[src/rtl/regfile_access_ctrl_pkg.sv]
// Shared definitions for the register-file access controller: default widths
// and the per-cycle action encoding used by the controller and its bench-facing strobes.
package regfile_access_ctrl_pkg;

  localparam int unsigned DEF_DATA_W   = 16;
  localparam int unsigned DEF_ID_W     = 4;
  localparam int unsigned DEF_WB_DEPTH = 4;

  // Exactly one of these is taken per clock cycle.
  typedef enum logic [1:0] {
    ACT_IDLE  = 2'd0,
    ACT_READ  = 2'd1,
    ACT_WRITE = 2'd2
  } act_e;

endpackage

[src/rtl/regfile_wb_fifo.sv]
// Writeback buffer: WB_DEPTH x {dst, data} circular FIFO.
// Ports:
//   clk, reset        clock / async active-low reset (contents discarded)
//   push, push_dst, push_data   enqueue (ignored while full, no bypass)
//   pop               dequeue head (ignored while empty)
//   head_dst, head_data         current head entry
//   full, empty, empty_next     occupancy now / after this cycle's push+pop
//   entry_valid, entry_dst      per-slot occupancy and dst for hazard compare
module regfile_wb_fifo
  import regfile_access_ctrl_pkg::*;
#(
  parameter int unsigned DATA_W   = DEF_DATA_W,
  parameter int unsigned ID_W     = DEF_ID_W,
  parameter int unsigned WB_DEPTH = DEF_WB_DEPTH
) (
  input  logic                     clk,
  input  logic                     reset,
  input  logic                     push,
  input  logic [ID_W-1:0]          push_dst,
  input  logic [DATA_W-1:0]        push_data,
  input  logic                     pop,
  output logic [ID_W-1:0]          head_dst,
  output logic [DATA_W-1:0]        head_data,
  output logic                     full,
  output logic                     empty,
  output logic                     empty_next,
  output logic [WB_DEPTH-1:0]      entry_valid,
  output logic [WB_DEPTH*ID_W-1:0] entry_dst
);

  localparam int unsigned PTR_W = $clog2(WB_DEPTH);
  localparam int unsigned CNT_W = PTR_W + 1;

  logic [PTR_W-1:0]  wr_ptr_q;
  logic [PTR_W-1:0]  rd_ptr_q;
  logic [CNT_W-1:0]  count_q;
  logic [CNT_W-1:0]  count_d;
  logic [ID_W-1:0]   dst_mem  [WB_DEPTH];
  logic [DATA_W-1:0] data_mem [WB_DEPTH];
  logic              push_ok;
  logic              pop_ok;

  assign full    = (count_q == CNT_W'(WB_DEPTH));
  assign empty   = (count_q == '0);
  assign push_ok = push && !full;
  assign pop_ok  = pop && !empty;

  assign head_dst  = dst_mem[rd_ptr_q];
  assign head_data = data_mem[rd_ptr_q];

  // Occupancy after this cycle's push/pop.
  always_comb begin
    count_d = count_q;
    if (push_ok && !pop_ok) begin
      count_d = count_q + CNT_W'(1);
    end else if (pop_ok && !push_ok) begin
      count_d = count_q - CNT_W'(1);
    end
  end

  assign empty_next = (count_d == '0);

  // Slot i is occupied when its distance from the read pointer is below the count.
  always_comb begin
    entry_valid = '0;
    entry_dst   = '0;
    for (int unsigned i = 0; i < WB_DEPTH; i++) begin
      entry_valid[i]              = CNT_W'(PTR_W'(PTR_W'(i) - rd_ptr_q)) < count_q;
      entry_dst[i*ID_W +: ID_W]   = dst_mem[i];
    end
  end

  // Pointers and count; power-of-two depth lets the pointers wrap naturally.
  always_ff @(posedge clk or negedge reset) begin
    if (!reset) begin
      wr_ptr_q <= '0;
      rd_ptr_q <= '0;
      count_q  <= '0;
    end else begin
      if (push_ok) wr_ptr_q <= wr_ptr_q + PTR_W'(1);
      if (pop_ok)  rd_ptr_q <= rd_ptr_q + PTR_W'(1);
      count_q <= count_d;
    end
  end

  // Entry storage.
  always_ff @(posedge clk or negedge reset) begin
    if (!reset) begin
      for (int unsigned i = 0; i < WB_DEPTH; i++) begin
        dst_mem[i]  <= '0;
        data_mem[i] <= '0;
      end
    end else if (push_ok) begin
      dst_mem[wr_ptr_q]  <= push_dst;
      data_mem[wr_ptr_q] <= push_data;
    end
  end

endmodule

[src/rtl/regfile_access_ctrl.sv]
// Initiator side of a dual-port register file. Sequences operand reads (port 1+2)
// and buffered writebacks (port 2 only), stalling reads that hit a buffered dst.
// Ports:
//   clk, reset                         clock / async active-low reset
//   req_valid/ready, req_src1/2        operand-read request
//   rsp_valid/ready, rsp_data1/2       registered operand response
//   wb_valid/ready, wb_dst, wb_data    writeback request into the FIFO
//   flush_req, flush_done              drain request / registered drained indication
//   rf_rd1/wn1/rd2/wn2, rf_id1/2, rf_wdata1/2, rf_rdata1/2   register-file port
module regfile_access_ctrl
  import regfile_access_ctrl_pkg::*;
#(
  parameter int unsigned DATA_W   = DEF_DATA_W,
  parameter int unsigned ID_W     = DEF_ID_W,
  parameter int unsigned WB_DEPTH = DEF_WB_DEPTH
) (
  input  logic              clk,
  input  logic              reset,
  input  logic              req_valid,
  output logic              req_ready,
  input  logic [ID_W-1:0]   req_src1,
  input  logic [ID_W-1:0]   req_src2,
  output logic              rsp_valid,
  input  logic              rsp_ready,
  output logic [DATA_W-1:0] rsp_data1,
  output logic [DATA_W-1:0] rsp_data2,
  input  logic              wb_valid,
  output logic              wb_ready,
  input  logic [ID_W-1:0]   wb_dst,
  input  logic [DATA_W-1:0] wb_data,
  input  logic              flush_req,
  output logic              flush_done,
  output logic              rf_rd1,
  output logic              rf_wn1,
  output logic              rf_rd2,
  output logic              rf_wn2,
  output logic [ID_W-1:0]   rf_id1,
  output logic [ID_W-1:0]   rf_id2,
  output logic [DATA_W-1:0] rf_wdata1,
  output logic [DATA_W-1:0] rf_wdata2,
  input  logic [DATA_W-1:0] rf_rdata1,
  input  logic [DATA_W-1:0] rf_rdata2
);

  logic [ID_W-1:0]          head_dst;
  logic [DATA_W-1:0]        head_data;
  logic                     fifo_full;
  logic                     fifo_empty;
  logic                     fifo_empty_next;
  logic [WB_DEPTH-1:0]      entry_valid;
  logic [WB_DEPTH*ID_W-1:0] entry_dst;
  logic                     hazard;
  act_e                     act;

  regfile_wb_fifo #(
    .DATA_W   (DATA_W),
    .ID_W     (ID_W),
    .WB_DEPTH (WB_DEPTH)
  ) u_wb_fifo (
    .clk         (clk),
    .reset       (reset),
    .push        (wb_valid),
    .push_dst    (wb_dst),
    .push_data   (wb_data),
    .pop         (act == ACT_WRITE),
    .head_dst    (head_dst),
    .head_data   (head_data),
    .full        (fifo_full),
    .empty       (fifo_empty),
    .empty_next  (fifo_empty_next),
    .entry_valid (entry_valid),
    .entry_dst   (entry_dst)
  );

  assign wb_ready = !fifo_full;

  // RAW hazard: either source matches any buffered dst, including the head being written.
  always_comb begin
    hazard = 1'b0;
    for (int unsigned i = 0; i < WB_DEPTH; i++) begin
      if (entry_valid[i] && ((entry_dst[i*ID_W +: ID_W] == req_src1) ||
                             (entry_dst[i*ID_W +: ID_W] == req_src2))) begin
        hazard = 1'b1;
      end
    end
  end

  // Action select: a full FIFO or a flush forces writes; reads beat background drain.
  always_comb begin
    act = ACT_IDLE;
    if (!reset) begin
      act = ACT_IDLE;
    end else if (fifo_full || flush_req) begin
      act = fifo_empty ? ACT_IDLE : ACT_WRITE;
    end else if (req_valid && !hazard && (!rsp_valid || rsp_ready)) begin
      act = ACT_READ;
    end else if (!fifo_empty) begin
      act = ACT_WRITE;
    end
  end

  // Register-file strobes follow the action of the current cycle.
  always_comb begin
    req_ready = 1'b0;
    rf_rd1    = 1'b0;
    rf_rd2    = 1'b0;
    rf_wn1    = 1'b0;
    rf_wn2    = 1'b0;
    rf_id1    = '0;
    rf_id2    = '0;
    rf_wdata1 = '0;
    rf_wdata2 = '0;
    case (act)
      ACT_READ: begin
        req_ready = 1'b1;
        rf_rd1    = 1'b1;
        rf_rd2    = 1'b1;
        rf_id1    = req_src1;
        rf_id2    = req_src2;
      end
      ACT_WRITE: begin
        rf_wn2    = 1'b1;
        rf_id2    = head_dst;
        rf_wdata2 = head_data;
      end
      default: begin
      end
    endcase
  end

  // Response register: a READ reloads it even while the old response is being consumed.
  always_ff @(posedge clk or negedge reset) begin
    if (!reset) begin
      rsp_valid <= 1'b0;
      rsp_data1 <= '0;
      rsp_data2 <= '0;
    end else if (act == ACT_READ) begin
      rsp_valid <= 1'b1;
      rsp_data1 <= rf_rdata1;
      rsp_data2 <= rf_rdata2;
    end else if (rsp_valid && rsp_ready) begin
      rsp_valid <= 1'b0;
    end
  end

  // Flush completion, using post-edge occupancy so it rises right after the last pop.
  always_ff @(posedge clk or negedge reset) begin
    if (!reset) begin
      flush_done <= 1'b0;
    end else begin
      flush_done <= flush_req && fifo_empty_next;
    end
  end

endmodule

[config.mk]
export PLATFORM = sky130hd
export DESIGN_NAME = regfile_access_ctrl
export DESIGN_NICKNAME = d
export VERILOG_FILES = /design/src/rtl/regfile_access_ctrl_pkg.sv /design/src/rtl/regfile_wb_fifo.sv /design/src/rtl/regfile_access_ctrl.sv
export SDC_FILE = /design/constraint.sdc
export NUM_CORES = 1
export LEC_CHECK = 0
export CORE_MARGIN = 1
export CORE_UTILIZATION = 25
export DETAILED_ROUTE_END_ITERATION = 16
export RECOVER_POWER = 100
export SLEW_MARGIN = 15
export SYNTH_ARGS = -nofsm -noshare
export SYNTH_HDL_FRONTEND = slang
export SYNTH_SLANG_ARGS = --single-unit
[constraint.sdc]
create_clock -name clk -period 3.37 [get_ports clk]
set_clock_uncertainty 0.1 [all_clocks]
set_input_delay 0.337 -clock clk [delete_from_list [all_inputs] [get_ports clk]]
set_output_delay 0.337 -clock clk [all_outputs]
set_load 0.03 [all_outputs]
# Word level (Yosys, flattened, before mapping)
# Index checks and enable logic that the tools add are counted.
# op_classes
eq_ne,11
n_bitwise,2
magnitude_cmp,7
add_sub_neg,8
mux,29
reduce_logical,28
# op_table
op,n
bitwise mux 64 bit,1
2-to-1 mux 16 bit,4
binary-select mux 16 bit (select 2 bit),1
demux 16 bit (select 2 bit),1
== test 4 bit,8
bitwise mux 16 bit,1
2-to-1 mux 4 bit,4
logical AND 1 bit,13
less-than comparator 2 x 3 -> 1 bit,4
binary-select mux 4 bit (select 2 bit),1
demux 4 bit (select 2 bit),1
2-to-1 mux 1 bit,8
2-to-1 mux 2 bit,4
case mux 4 bit (2 select lines),1
">= comparator 3 bit, second input constant",2
zero test 1 bit,6
zero test 3 bit,2
logical OR 1 bit,6
2-to-1 mux 3 bit,2
NOT 2 -> 3 bit,2
"adder 2 x 1 -> 2 bit, second input constant",2
"subtractor 1 x 2 -> 2 bit, first input constant",2
"subtractor 2 bit, first input constant",2
"adder 3 x 1 -> 3 bit, second input constant",1
6 further kinds,6
# word_totals
inputBits,66
regBits,121
wordCells,100

# Logic depth before layout (Yosys ltp)
# Gate-level depths: netlist of run 1.
# logic_depth
ltp_word,20
ltp_mapped,15
mapped_depth_nobuf,12

# Modules after synthesis
# A second synthesis of run 1 with hierarchy kept.
# hier_totals
hier_cells,458
area_unflattened_um2,6206.0
# by_module_without_submodules
mod,cells_per_inst,instances,area_per_inst_um2
regfile_wb_fifo,268,1,4086.4
regfile_access_ctrl,190,1,2119.5

# Worst setup path before layout of run 1
# Ideal clock, no wire load.
# synth_timing
path_type,reg-to-output
start,reg u_wb_fifo.rd_ptr_q[0]
end,out rf_id2[0]
slack_ns,-0.174
required_time_ns,2.933
path_buffers,4
arrival_time_ns,3.107
path_stages_with_launch,15
path_cell_list,dfrtp_1 > buf_2 > buf_6 > xor2_1 > inv_1 > ha_1 > a21oi_1 > o22a_2 > a21oi_2 > and3_1 > ha_1 > clkbuf_1 > clkbuf_1 > a22oi_1 > nor2_1
# synth_via
elab_chain_len,15
elab_cells_between_ends,29
cone_classes,add/sub (4); order compare (4); eq/ne (2); mux (11); bitwise (1); reduce/logical (7)
# synth_rtl
element,line_no,source
from (decl),regfile_wb_fifo.sv:35,logic [PTR_W-1:0] rd_ptr_q;
from (signal assigned),regfile_wb_fifo.sv:81,if (pop_ok) rd_ptr_q <= rd_ptr_q + PTR_W'(1);
subtractor 1 x 2 -> 2 bit,regfile_wb_fifo.sv:68,entry_valid[i] = CNT_W'(PTR_W'(PTR_W'(i) - rd_ptr_q)) < count_q;
less-than comparator 2 x 3 -> 1 bit,regfile_wb_fifo.sv:68,
logical AND 1 bit,regfile_access_ctrl.sv:81,if (entry_valid[i] && ((entry_dst[i*ID_W +: ID_W] == req_src1) ||
2-to-1 mux 1 bit (4 in a row),regfile_access_ctrl.sv:81,
zero test 1 bit,regfile_access_ctrl.sv:95,end else if (req_valid && !hazard && (!rsp_valid || rsp_ready)) begin
logical AND 1 bit (2 in a row),regfile_access_ctrl.sv:95,
2-to-1 mux 2 bit,regfile_access_ctrl.sv:95,
2-to-1 mux 2 bit,regfile_access_ctrl.sv:93,end else if (fifo_full || flush_req) begin
2-to-1 mux 2 bit,regfile_access_ctrl.sv:91,if (!reset) begin
== test 2 bit / == test 2 x 1 -> 1 bit (equally long branches),regfile_access_ctrl.sv:113,case (act)
case mux 4 bit (2 select lines) *,regfile_access_ctrl.sv:113,
to (decl),regfile_access_ctrl.sv:38,"output logic [ID_W-1:0] rf_id2,"
# Every way passes the cells marked *; elsewhere a longest branch is shown, timed or not. The select of a mux whose other input is x is not followed.

# Worst setup path after layout of run 1
# layout_timing
start,in req_src1[2]
end,out rf_id2[1]
# layout_via
elab_chain_len,15
elab_cells_between_ends,25
cone_classes,eq/ne (6); mux (8); reduce/logical (11)
# layout_rtl
element,line_no,source
from (decl),regfile_access_ctrl.sv:21,"input logic [ID_W-1:0] req_src1,"
== test 4 bit,regfile_access_ctrl.sv:81,
logical OR 1 bit,regfile_access_ctrl.sv:81,
logical AND 1 bit,regfile_access_ctrl.sv:81,
2-to-1 mux 1 bit (3 in a row),regfile_access_ctrl.sv:81,
2-to-1 mux 1 bit *,regfile_access_ctrl.sv:81,
zero test 1 bit *,regfile_access_ctrl.sv:95,
logical AND 1 bit * (2 in a row),regfile_access_ctrl.sv:95,
2-to-1 mux 2 bit *,regfile_access_ctrl.sv:95,
2-to-1 mux 2 bit *,regfile_access_ctrl.sv:93,
2-to-1 mux 2 bit *,regfile_access_ctrl.sv:91,
== test 2 bit / == test 2 x 1 -> 1 bit (equally long branches),regfile_access_ctrl.sv:113,
case mux 4 bit (2 select lines) *,regfile_access_ctrl.sv:113,
# Every way passes the cells marked *; elsewhere a longest branch is shown, timed or not.

==> results of run 1 <==
[final timing paths]
| check | startpoint | endpoint | slack (ns) | cells after the start |
|---|---|---|---|---|
| worst max-delay path | req_src1[2] | rf_id2[1] | 0.11 | 11 |
| worst min-delay path | rsp_data2[11]$_DFFE_PN0N_ | rsp_data2[11]$_DFFE_PN0N_ | 0.40 | 1 |
| worst max register to register | u_wb_fifo.rd_ptr_q[1]$_DFFE_PN0P_ | rsp_data2[3]$_DFFE_PN0N_ | 0.33 | 10 |
| worst min register to register | rsp_data2[11]$_DFFE_PN0N_ | rsp_data2[11]$_DFFE_PN0N_ | 0.40 | 1 |
| max in group asynchronous | reset | u_wb_fifo.rd_ptr_q[0]$_DFFE_PN0P_ | 0.86 | 3 |
| min in group asynchronous | reset | u_wb_fifo.data_mem[59]$_DFFE_PN0P_ | 0.58 | 2 |
[area by class of cell]
cell class	instances	area, um2
clock buffer	18	439
clock inverter	14	149
fill	2347	15600
inverter	8	30.0
multi-input combinational	284	2810
sequential	121	3030
tap	319	399
timing repair buffer	140	1270
[cell families after synthesis]
group | after synthesis | share of synthesized area [%]
mux | 133 | 28.1
simple gates | 59 | 5.71
flops | 121 | 49.4
buf+inv | 57 | 6.00
other cells | 1 | 0.0611
xor+xnor | 38 | 5.55
compound gates | 24 | 2.61
fa+ha+maj | 13 | 2.65
[routing by layer]
layer  vias to the layer above  share of wire, %  track usage [%]
li1                       1807                 -                -
met1                      2028                42             14.6
met2                        86                53             23.0
met3                        15               3.5             3.29
met4                         0               1.3             4.58
met5                         -                 0                0
[report_power, final]
group          internal [mW]  switching (mW)
combinational           1.90            1.95
clock                   1.11           0.686
sequential              2.19           0.486
[through the flow]
step	instances	worst slack, ns
finish	904	0.111
global route	904	0.0135
CTS	904	0.129
detailed placement	872	0.103
global placement	872	0.136
floorplan	462	0.000312
[critical path, stage by stage]
cell and delay [ns]:
clkdlybuf4s50_1 0.57, xor2_1 0.23, nor4_1 0.39, o22ai_1 0.13, and4b_4 0.21, a21oi_1 0.16, ha_1 0.25, buf_4 0.17
a22oi_1 0.07, nor2_2 0.10, clkbuf_2 0.21
[layout by cell type (no fill, tap or decap), types with 2 or more instances in the layout]
master           Yosys  final
dfrtp_1            121    120
mux2_2             112    112
clkdlybuf4s50_1      0     64
dlygate4sd3_1        0     35
xor2_1              28     28
clkbuf_2             0     21
mux4_2              20     20
and2_1              20     18
conb_1               1     17
clkbuf_16            0     17
nand2_1             13     14
ha_1                13     12
buf_4               20     10
xnor2_1              9      9
inv_1                8      8
a21oi_1              7      7
nor4_1               6      5
clkinv_4             0      5
a22oi_1              4      4
nor2_2               0      4
clkinv_2             0      4
clkbuf_4             0      4
o21ai_0              3      3
nand2b_1             3      3
nand3_1              3      3
o22ai_1              3      3
and2_0               0      3
buf_12               0      3
nor4_2               1      2
inv_6                0      2
bufinv_16            0      2
buf_2               15      2
[synth_stat cells, types with 3 or more instances]
library cell    n  area share (%)
a21oi_1         7            0.57
a22oi_1         4            0.49
and2_1         20             2.0
buf_2          15             1.2
buf_4          20             2.4
buf_6           8             1.5
clkbuf_1        6            0.37
dfrtp_1       121              49
ha_1           13             2.7
inv_1           8            0.49
mux2_2        112              21
mux4_2         20             7.3
nand2_1        13            0.80
nand2b_1        3            0.31
nand3_1         3            0.24
nor2_1          4            0.24
nor4_1          6            0.61
o21ai_0         3            0.24
o22ai_1         3            0.31
xnor2_1         9             1.3
xor2_1         28             4.0
[state kept, by name, summed over array words and instances, names as in the netlist]
register / count
u_wb_fifo.data_mem: 64
rsp_data1: 16
rsp_data2: 16
u_wb_fifo.entry_dst: 16
u_wb_fifo.count_q: 3
u_wb_fifo.rd_ptr_q: 2
u_wb_fifo.wr_ptr_q: 2
flush_done: 1
rsp_valid: 1
[timing repair]
item | in CTS | in global routing
hold buffers | 0 | 0
gates resized for setup | 0 | 1
setup endpoints to repair | 0 | 18
setup buffers | 0 | 0
==> metrics.md, run 1 <==
| Metric | Value |
|---|---|
| Setup TNS | `0 ns` |
| Asr flop ratio synth | `100%` |
| Design area | `0.00813 mm2` |
| Clock sinks | `121` |
| Vias in the first global route | `4,430` |
| Min-delay worst type | `register to register` |
| Crit path time final | `3.26 ns` |
| Clock transition at the registers of the reported paths | `0.06 ns` |
| DRC violations left | `0` |
| Initial antenna violation count | `0` |
| Die width | `159 um` |
| Startpoint Class | `input pin` |
| Worst Path Required | `2.93 ns` |
| GPL Wtd Cong | `0.853` |
| Mapped Cells | `446` |
| Setup-failing EPs final | `0` |
| Critical Path End Type | `primary output` |
| Area Overhead vs Synth | `32.6%` |
| Max-cap violations | `1` |
| Slew HR | `-9.19%` |
| WL/cell | `16.3 um` |
| Final Power | `8.33 mW` |
| RSZ-0062 raised after global routing | `false` |
| Register area share after synthesis | `49.4%` |
| Synthesis Warnings | `0` |
| Core ar. | `0.0238 mm2` |
| Failing checks | `max-capacitance violations, max-slew violations` |
| Via/cell ratio | `4.35` |
| Worst slew pin tran | `1.64 ns` |
| Final hold slack | `0.397 ns` |
| Post-synth EDFFs | `0` |
| Final core utilization | `34.2%` |
| Vias | `3,936` |
| H-tree Lvls | `4` |
| CTS tree | `built` |
| Effective utilization at floorplan | `25.8%` |
| Pwr/cell area | `1020 mW/mm2` |
| Pre-antenna DRT Iters | `4` |
| Site Rows | `56` |
| Remaining global-route overflow | `0` |
| Leakage | `3.49 nW` |
| Max-slew violation count | `68` |
| First-pass GRT wire length | `23.8 mm` |
| Chip height | `159 um` |
| Num ports | `146` |
| Share of layout cells above drive strength 1 | `37.6%` |
| CTS root buf | `clkbuf_16` |
| Iter 0 DRT Violations | `123` |
| Final ANT Viol Nets | `0` |
| Synth Register Bits | `121` |
| Ys flop type | `dfrtp_1` |
| Total CTS buffers | `17` |
| Clock buffer depth | `2` |
| Crit path max fanout | `5` |
| Synth Area per Inst | `13.8 um2` |
| Endpoints failing hold | `0` |
| Diode count | `0` |
| Largest net degree at the start of global routing | `68` |
| Final cycle utilization of the critical path | `96.7%` |
| Max VDD drop | `0.361 mV` |
| PortBufs | `128` |
| Yosys cell types | `41` |
| Routed wire length | `14.8 mm` |
| Status | `complete, but fails checks` |
| Die ar. | `0.0252 mm2` |
| Fin nets | `651` |
| Post-placement cell area | `0.00762 mm2` |
| Clk_lat worst skew | `0.42 ns` |
| DP HPWL | `10.6 mm` |
| Critical Path AT | `2.82 ns` |
| Maximum clock rate | `307 MHz` |
| Critical path class | `input pin to primary output` |
| Syn Std Cell Area | `0.00613 mm2` |
| GRT Total Usage | `12.8%` |
(Power assumes the default switching activity.)
==> inputs of run 2 (changes only) <==
--- a/config.mk
+++ b/config.mk
@@ -8,6 +8,7 @@
 export CORE_MARGIN = 1
 export CORE_UTILIZATION = 25
 export DETAILED_ROUTE_END_ITERATION = 16
+export PLACE_DENSITY = 0.46
 export RECOVER_POWER = 100
 export SLEW_MARGIN = 15
 export SYNTH_ARGS = -nofsm -noshare
==> metrics.md, run 2 (synthesized netlist as in run 1, its figures left out) <==
| Metric | Value |
|---|---|
| DRC violations left | `0 (unchanged)` |
| Slowest cell on crit path | `dfrtp_2` |
| Reg2Reg Setup Slack | `0.37 ns (+0.04 ns)` |
| Initial antenna violation count | `0 (unchanged)` |
| Min-delay worst type | `input pin to async pin` |
| Total CTS buffers | `17 (unchanged)` |
| Commonest non-fill, non-tap cells in the layout | `dfrtp_1, mux2_2, clkdlybuf4s50_1` |
| DP HPWL | `11.2 mm (+5.6%)` |
| Vias in the first global route | `4,334 (-2.2%)` |
| Remaining global-route overflow | `0 (unchanged)` |
| Vias | `3,951 (+0.38%)` |
| First-pass GRT wire length | `24.6 mm (+3.5%)` |
| Core ar. | `0.0238 mm2 (unchanged)` |
| Chip height | `159 um (unchanged)` |
| Largest register FFs | `64 (unchanged)` |
| Worst slew pin tran | `1.03 ns (-0.609 ns)` |
| Register with the most flip-flops | `u_wb_fifo.data_mem` |
| Max-cap violations | `0 (-1)` |
| GPL Wtd Cong | `0.795 (-6.9%)` |
| Pre-antenna DRT Iters | `4 (unchanged)` |
| Maximum clock rate | `305 MHz (-0.76%)` |
| Setup-failing EPs final | `0 (unchanged)` |
| Num ports | `146 (unchanged)` |
| Via/cell ratio | `4.31 (-0.93%)` |
| Clock buffer depth | `2 (unchanged)` |
| Crit path time final | `3.28 ns (+0.0248 ns)` |
| Area Overhead vs Synth | `38.2%` |
| Endpoints failing hold | `0 (unchanged)` |
| Clk_lat worst skew | `0.41 ns (about the same)` |
| Critical Path End Type | `primary output` |
| Commonest non-fill, non-tap cell in the layout | `dfrtp_1` |
| RSZ-0062 raised after global routing | `true` |
| CTS root buf | `clkbuf_16` |
| Reg2reg end | `flush_done$_DFF_PN0_` |
| Max incr delay on CP | `0.45 ns (-0.12 ns)` |
| Critical Path AT | `2.85 ns (+0.03 ns)` |
| Final Power | `8.77 mW (+5.3%)` |
| Cell breakdown of the critical path | `xor2_2, ha_1, a21oi_2, o22ai_1, and4b_4, a21oi_4, ha_4, buf_12, clkbuf_16, and2_1, buf_4` |
| Iter 0 DRT Violations | `124 (+0.81%)` |
| Leakage | `3.63 nW (+3.8%)` |
| Status | `finished clean` |
| Largest net degree at the start of global routing | `81 (+19%)` |
| Effective utilization at floorplan | `25.8% (unchanged)` |
| Diode count | `0 (unchanged)` |
| Routed wire length | `16.0 mm (+7.9%)` |
| Clock sinks | `121 (unchanged)` |
| Site Rows | `56 (unchanged)` |
| Startpoint Class | `register` |
| Slew HR | `31.4% (+41 points)` |
| H-tree Lvls | `4 (unchanged)` |
| Max-slew violation count | `0 (-100%)` |
| Crit path max fanout | `7 (+2)` |
| Max VDD drop | `0.413 mV (+15%)` |
| PortBufs | `128 (unchanged)` |
| Share of layout cells above drive strength 1 | `40.2% (+2.6 points)` |
| GRT Total Usage | `13.4% (+0.59 points)` |
| Reg2Reg Depth | `14 (+4)` |
| Final ANT Viol Nets | `0 (unchanged)` |
| Critical path class | `register to primary output` |
| CTS tree | `built` |
| Die width | `159 um (unchanged)` |
| Die ar. | `0.0252 mm2 (unchanged)` |
| Pwr/cell area | `1030 mW/mm2 (+1.1%)` |
| Final cycle utilization of the critical path | `97.4% (+0.74 points)` |
| Worst Path Required | `2.93 ns (about the same)` |
| WL/cell | `17.4 um (+6.5%)` |
| Setup TNS | `0 ns (unchanged)` |
| Fin nets | `663 (+1.8%)` |
| RR Startpoint | `u_wb_fifo.rd_ptr_q[1]$_DFFE_PN0P_` |
| Clock transition at the registers of the reported paths | `0.06 ns (about the same)` |
## run 2: cell types whose count changed in the layout (fill, tap and decap cells not counted), sizes merged
| cell | before | now |
|---|---|---|
| buf | 15 | 45 |
| clkbuf | 44 | 27 |
| clkinv | 9 | 6 |
| clkinvlp | 1 | 3 |
| inv | 10 | 8 |
| bufinv | 2 | 3 |
| dlymetal6s2s | 0 | 1 |
## run 2: layout make-up
cell class / instances / area (um2)
Fill cell: 2296 / 15300
Tap cell: 319 / 399
Inverter: 8 / 30.0
Timing Repair Buffer: 152 / 1530
Sequential cell: 121 / 3030
Multi-Input combinational cell: 284 / 2890
Clock buffer: 20 / 447
Clock inverter: 12 / 150
## run 2: power by group
group	internal (mW)	switching (mW)	leakage, nW	total (mW)
Combinational	2.17	2.07	1.89	4.24
Sequential	2.19	0.492	1.45	2.68
Clock	1.18	0.665	0.286	1.84
Total	5.54	3.23	3.63	8.77
## run 2: metrics by stage
step | instance area [um2] | cells | hold slack (ns) | worst slack [ns] | utilization (%)
finish | 8480 | 916 | 0.198 | 0.0861 | 35.7
floorplan | 6210 | 462 | -0.0586 | 0.000312 | -
detailed placement | 7690 | 878 | 0.0714 | 0.0331 | 32.4
global route | 8480 | 916 | 0.210 | -0.000211 | 35.7
CTS | 8300 | 911 | 0.187 | 0.0281 | 34.9
global placement | 7690 | 878 | 0.0694 | 0.0607 | 32.4
## run 2: worst max-delay path by stage
| stage | to | cells past startpoint | from |
|---|---|---|---|
| 2_1_floorplan | rf_id2[0] | 13 | u_wb_fifo.rd_ptr_q[0]$_DFFE_PN0P_ |
| 3_3_place_gp | rf_id2[0] | 10 | req_src2[1] |
| 3_5_place_dp | flush_done$_DFF_PN0_ | 11 | req_src2[1] |
| 4_1_cts | rf_id2[2] | 11 | u_wb_fifo.rd_ptr_q[1]$_DFFE_PN0P_ |
| 5_1_grt | rf_wdata2[10] | 11 | u_wb_fifo.rd_ptr_q[1]$_DFFE_PN0P_ |
| 6_report | rf_wdata2[11] | 11 | u_wb_fifo.rd_ptr_q[1]$_DFFE_PN0P_ |
## run 2: worst max-delay path, delay by kind of cell (launching register included)
kind	cells	cell delay (ns)
xor+xnor	1	0.19
fa+ha+maj	2	0.50
buf+inv	3	0.43
simple gates	2	0.40
compound gates	3	0.46
flops	1	0.45
## run 2: per-layer routing
metal	up-vias	wire length, um	track usage [%]
met5	-	0	0
met4	0	179	4.67
met3	11	624	3.08
met2	80	8350	23.4
met1	2053	6800	16.1
li1	1807	-	-
## run 2: what timing repair did
item	4_1_cts	5_1_grt
hold buffers	1	0
resized for setup	0	25
setup endpoints to repair	0	26
buffers inserted	0	3
hold endpoints to repair	3	0
==> inputs of run 3 (changes only) <==
--- a/config.mk
+++ b/config.mk
@@ -8,8 +8,10 @@
 export CORE_MARGIN = 1
 export CORE_UTILIZATION = 25
 export DETAILED_ROUTE_END_ITERATION = 16
-export PLACE_DENSITY = 0.46
+export DONT_BUFFER_PORTS = 1
+export PLACE_DENSITY = 0.38
 export RECOVER_POWER = 100
+export SETUP_SLACK_MARGIN = 0.3
 export SLEW_MARGIN = 15
 export SYNTH_ARGS = -nofsm -noshare
 export SYNTH_HDL_FRONTEND = slang
==> constraint.sdc (replaced) <==
create_clock -name clk -period 3.37 [get_ports clk]
set_clock_uncertainty 0.1 [all_clocks]
set_input_delay 0.337 -clock clk [delete_from_list [all_inputs] [get_ports clk]]
set_output_delay 0.337 -clock clk [all_outputs]
set_load 0.1 [all_outputs]
==> metrics.md, run 3 (synthesized netlist as in run 1, its figures left out) <==
| Metric | Value |
|---|---|
| RSZ-0062 raised after global routing | `true` |
| Slew HR | `16.7% (-15 points)` |
| DP HPWL | `9.66 mm (-14%)` |
| Critical Path AT | `2.74 ns (-0.11 ns)` |
| Commonest non-fill, non-tap cells in the layout | `dfrtp_1, mux2_2, dlygate4sd3_1` |
| Startpoint Class | `register` |
| Total CTS buffers | `17 (unchanged)` |
| RR Startpoint | `u_wb_fifo.count_q[0]$_DFF_PN0_` |
| DRC violations left | `0 (unchanged)` |
| CTS root buf | `clkbuf_16` |
| Endpoints failing hold | `121 (+121)` |
| Setup TNS | `0 ns (unchanged)` |
| Final-layout fill cell count | `2,366 (+3.0%)` |
| Final cycle utilization of the critical path | `94.2% (-3.3 points)` |
| Critical path class | `register to primary output` |
| Core ar. | `0.0238 mm2 (unchanged)` |
| Area Overhead vs Synth | `28.6%` |
| Register with the most flip-flops | `u_wb_fifo.data_mem` |
| Cell breakdown of the critical path | `xor2_2, ha_1, a21oi_1, o22ai_1, and4b_4, a21oi_2, ha_4, buf_12, a22oi_2, nor2_4, buf_6` |
| Worst slew pin tran | `1.25 ns (+0.221 ns)` |
| Status | `complete, but fails checks` |
| Die ar. | `0.0252 mm2 (unchanged)` |
| Register area | `0.00303 mm2 (unchanged)` |
| Diode count | `0 (unchanged)` |
| Largest net degree at the start of global routing | `125 (+54%)` |
| Effective utilization at floorplan | `25.8% (unchanged)` |
| Delay-heaviest family, CP | `compound AO/OA/AOI/OAI gates` |
| Fin nets | `594 (-10%)` |
| Largest register FFs | `64 (unchanged)` |
| Num ports | `146 (unchanged)` |
| GPL Wtd Cong | `0.733 (-7.8%)` |
| Crit path max fanout | `8 (+1)` |
| Initial antenna violation count | `0 (unchanged)` |
| CP bufs+invs | `2 (-1)` |
| Crit path time final | `3.17 ns (-0.111 ns)` |
| PortBufs | `0 (-100%)` |
| Clock transition at the registers of the reported paths | `0.06 ns (about the same)` |
| Clock buffer depth | `2 (unchanged)` |
| Multi-input logic area | `0.00295 mm2 (+2.2%)` |
| Via/cell ratio | `4.35 (+0.78%)` |
| H-tree Lvls | `4 (unchanged)` |
| Share of layout cells above drive strength 1 | `44.7% (+4.5 points)` |
| Iter 0 DRT Violations | `70 (-44%)` |
| WL/cell | `17.5 um (+0.55%)` |
| Maximum clock rate | `315 MHz (+3.5%)` |
| Clock sinks | `121 (unchanged)` |
| Slowest cell on crit path | `dfrtp_2` |
| First-pass GRT wire length | `23.5 mm (-4.5%)` |
| Die width | `159 um (unchanged)` |
| Min-delay worst type | `input pin to async pin` |
| Pre-CTS WS | `0.375 ns (+0.342 ns)` |
| Routed wire length | `14.8 mm (-7.0%)` |
| Setup-failing EPs final | `0 (unchanged)` |
| Worst path depth | `11 (unchanged)` |
| Final ANT Viol Nets | `0 (unchanged)` |
| Commonest non-fill, non-tap cell in the layout | `dfrtp_1` |
| Remaining global-route overflow | `0 (unchanged)` |
| Worst setup path startpoint | `u_wb_fifo.rd_ptr_q[0]$_DFFE_PN0P_` |
| Quantity of hold-fixing buffers added after cts | `53 (+52)` |
| Clk_lat worst skew | `0.42 ns (about the same)` |
| Reg2reg end | `u_wb_fifo.data_mem[43]$_DFFE_PN0P_` |
| Max incr delay on CP | `0.43 ns (-0.02 ns)` |
| Chip height | `159 um (unchanged)` |
| Vias in the first global route | `4,057 (-6.4%)` |
| Worst Path Required | `2.93 ns (about the same)` |
| Fin worst setup slack | `0.197 ns (+0.111 ns)` |
| Final hold slack | `-0.475 ns (-0.673 ns)` |
| Vias | `3,682 (-6.8%)` |
| Site Rows | `56 (unchanged)` |
| Crit path to | `rf_id2[1]` |
| Max-cap violations | `0 (unchanged)` |
| Pre-antenna DRT Iters | `4 (unchanged)` |
| GRT Total Usage | `12.8% (-0.58 points)` |
| Max-slew violation count | `0 (unchanged)` |
| Failing checks | `negative hold slack` |
| CTS tree | `built` |
| Reg2Reg Depth | `8 (-6)` |
| Reg2Reg Setup Slack | `0.21 ns (-0.16 ns)` |
| Critical Path End Type | `primary output` |
## run 3: cell count changes in the layout (fill, tap and decap cells not counted), moves of 3 or more
cell             before  now
clkdlybuf4s50_1      64    0
a22oi_2               0    4
nor2_2                4    0
and2_4                6   19
a22oi_1               4    0
clkbuf_4              0    3
inv_6                 0    6
nor2_4                0    4
clkinv_2              4    0
dlygate4sd3_1        35   53
buf_4                31    8
and2_1               14    1
## run 3: worst min path at each step
| stage | start | endpoint | slack [ns] | depth (start not counted) |
|---|---|---|---|---|
| after global routing | reset | u_wb_fifo.data_mem[9]$_DFFE_PN0P_ | -0.51 | 0 |
| after CTS | reset | rsp_data1[13]$_DFFE_PN0N_ | -0.50 | 0 |
| after detailed placement | reset | rsp_data2[5]$_DFFE_PN0N_ | -0.05 | 0 |
| after floorplan | reset | flush_done$_DFF_PN0_ | -0.06 | 0 |
| final | reset | u_wb_fifo.data_mem[42]$_DFFE_PN0P_ | -0.47 | 0 |
| after global placement | reset | rsp_data2[9]$_DFFE_PN0N_ | -0.05 | 0 |
## run 3: layout make-up
cell class                      count  area share (%)
Sequential cell                   121            38.4
Multi-Input combinational cell    284            37.4
Timing Repair Buffer               83            10.8
Clock buffer                       18            5.57
Tap cell                          319            5.06
Clock inverter                     14            2.35
Inverter                            8           0.381
## run 3: per-layer routing
metal	up-vias	track usage, %	part of all wire (%)
li1	1671	-	-
met3	15	2.83	3.5
met5	-	0	0
met4	0	5.17	1.6
met1	1921	15.8	43
met2	75	21.6	52
## run 3: metrics by stage
step / hold slack [ns] / area (um2) / utilization, % / instances
floorplan: -0.0586 / 6400 / - / 462
global placement: -0.0530 / 6690 / 28.2 / 756
detailed placement: -0.0516 / 6690 / 28.2 / 756
CTS: -0.505 / 7970 / 33.6 / 847
global route: -0.506 / 7890 / 33.2 / 847
finish: -0.475 / 7890 / 33.2 / 847
## run 3: what timing repair did
item                                   4_1_cts  5_1_grt
endpoints found under the hold margin      234      121
pin swaps                                   13        3
setup buffers                                6        0
setup endpoints to repair                   28       60
gates resized for setup                     13        6
Power of run 3 is not shown: default switching activity piles up to over one toggle a cycle in this logic, so the estimate is an artifact.
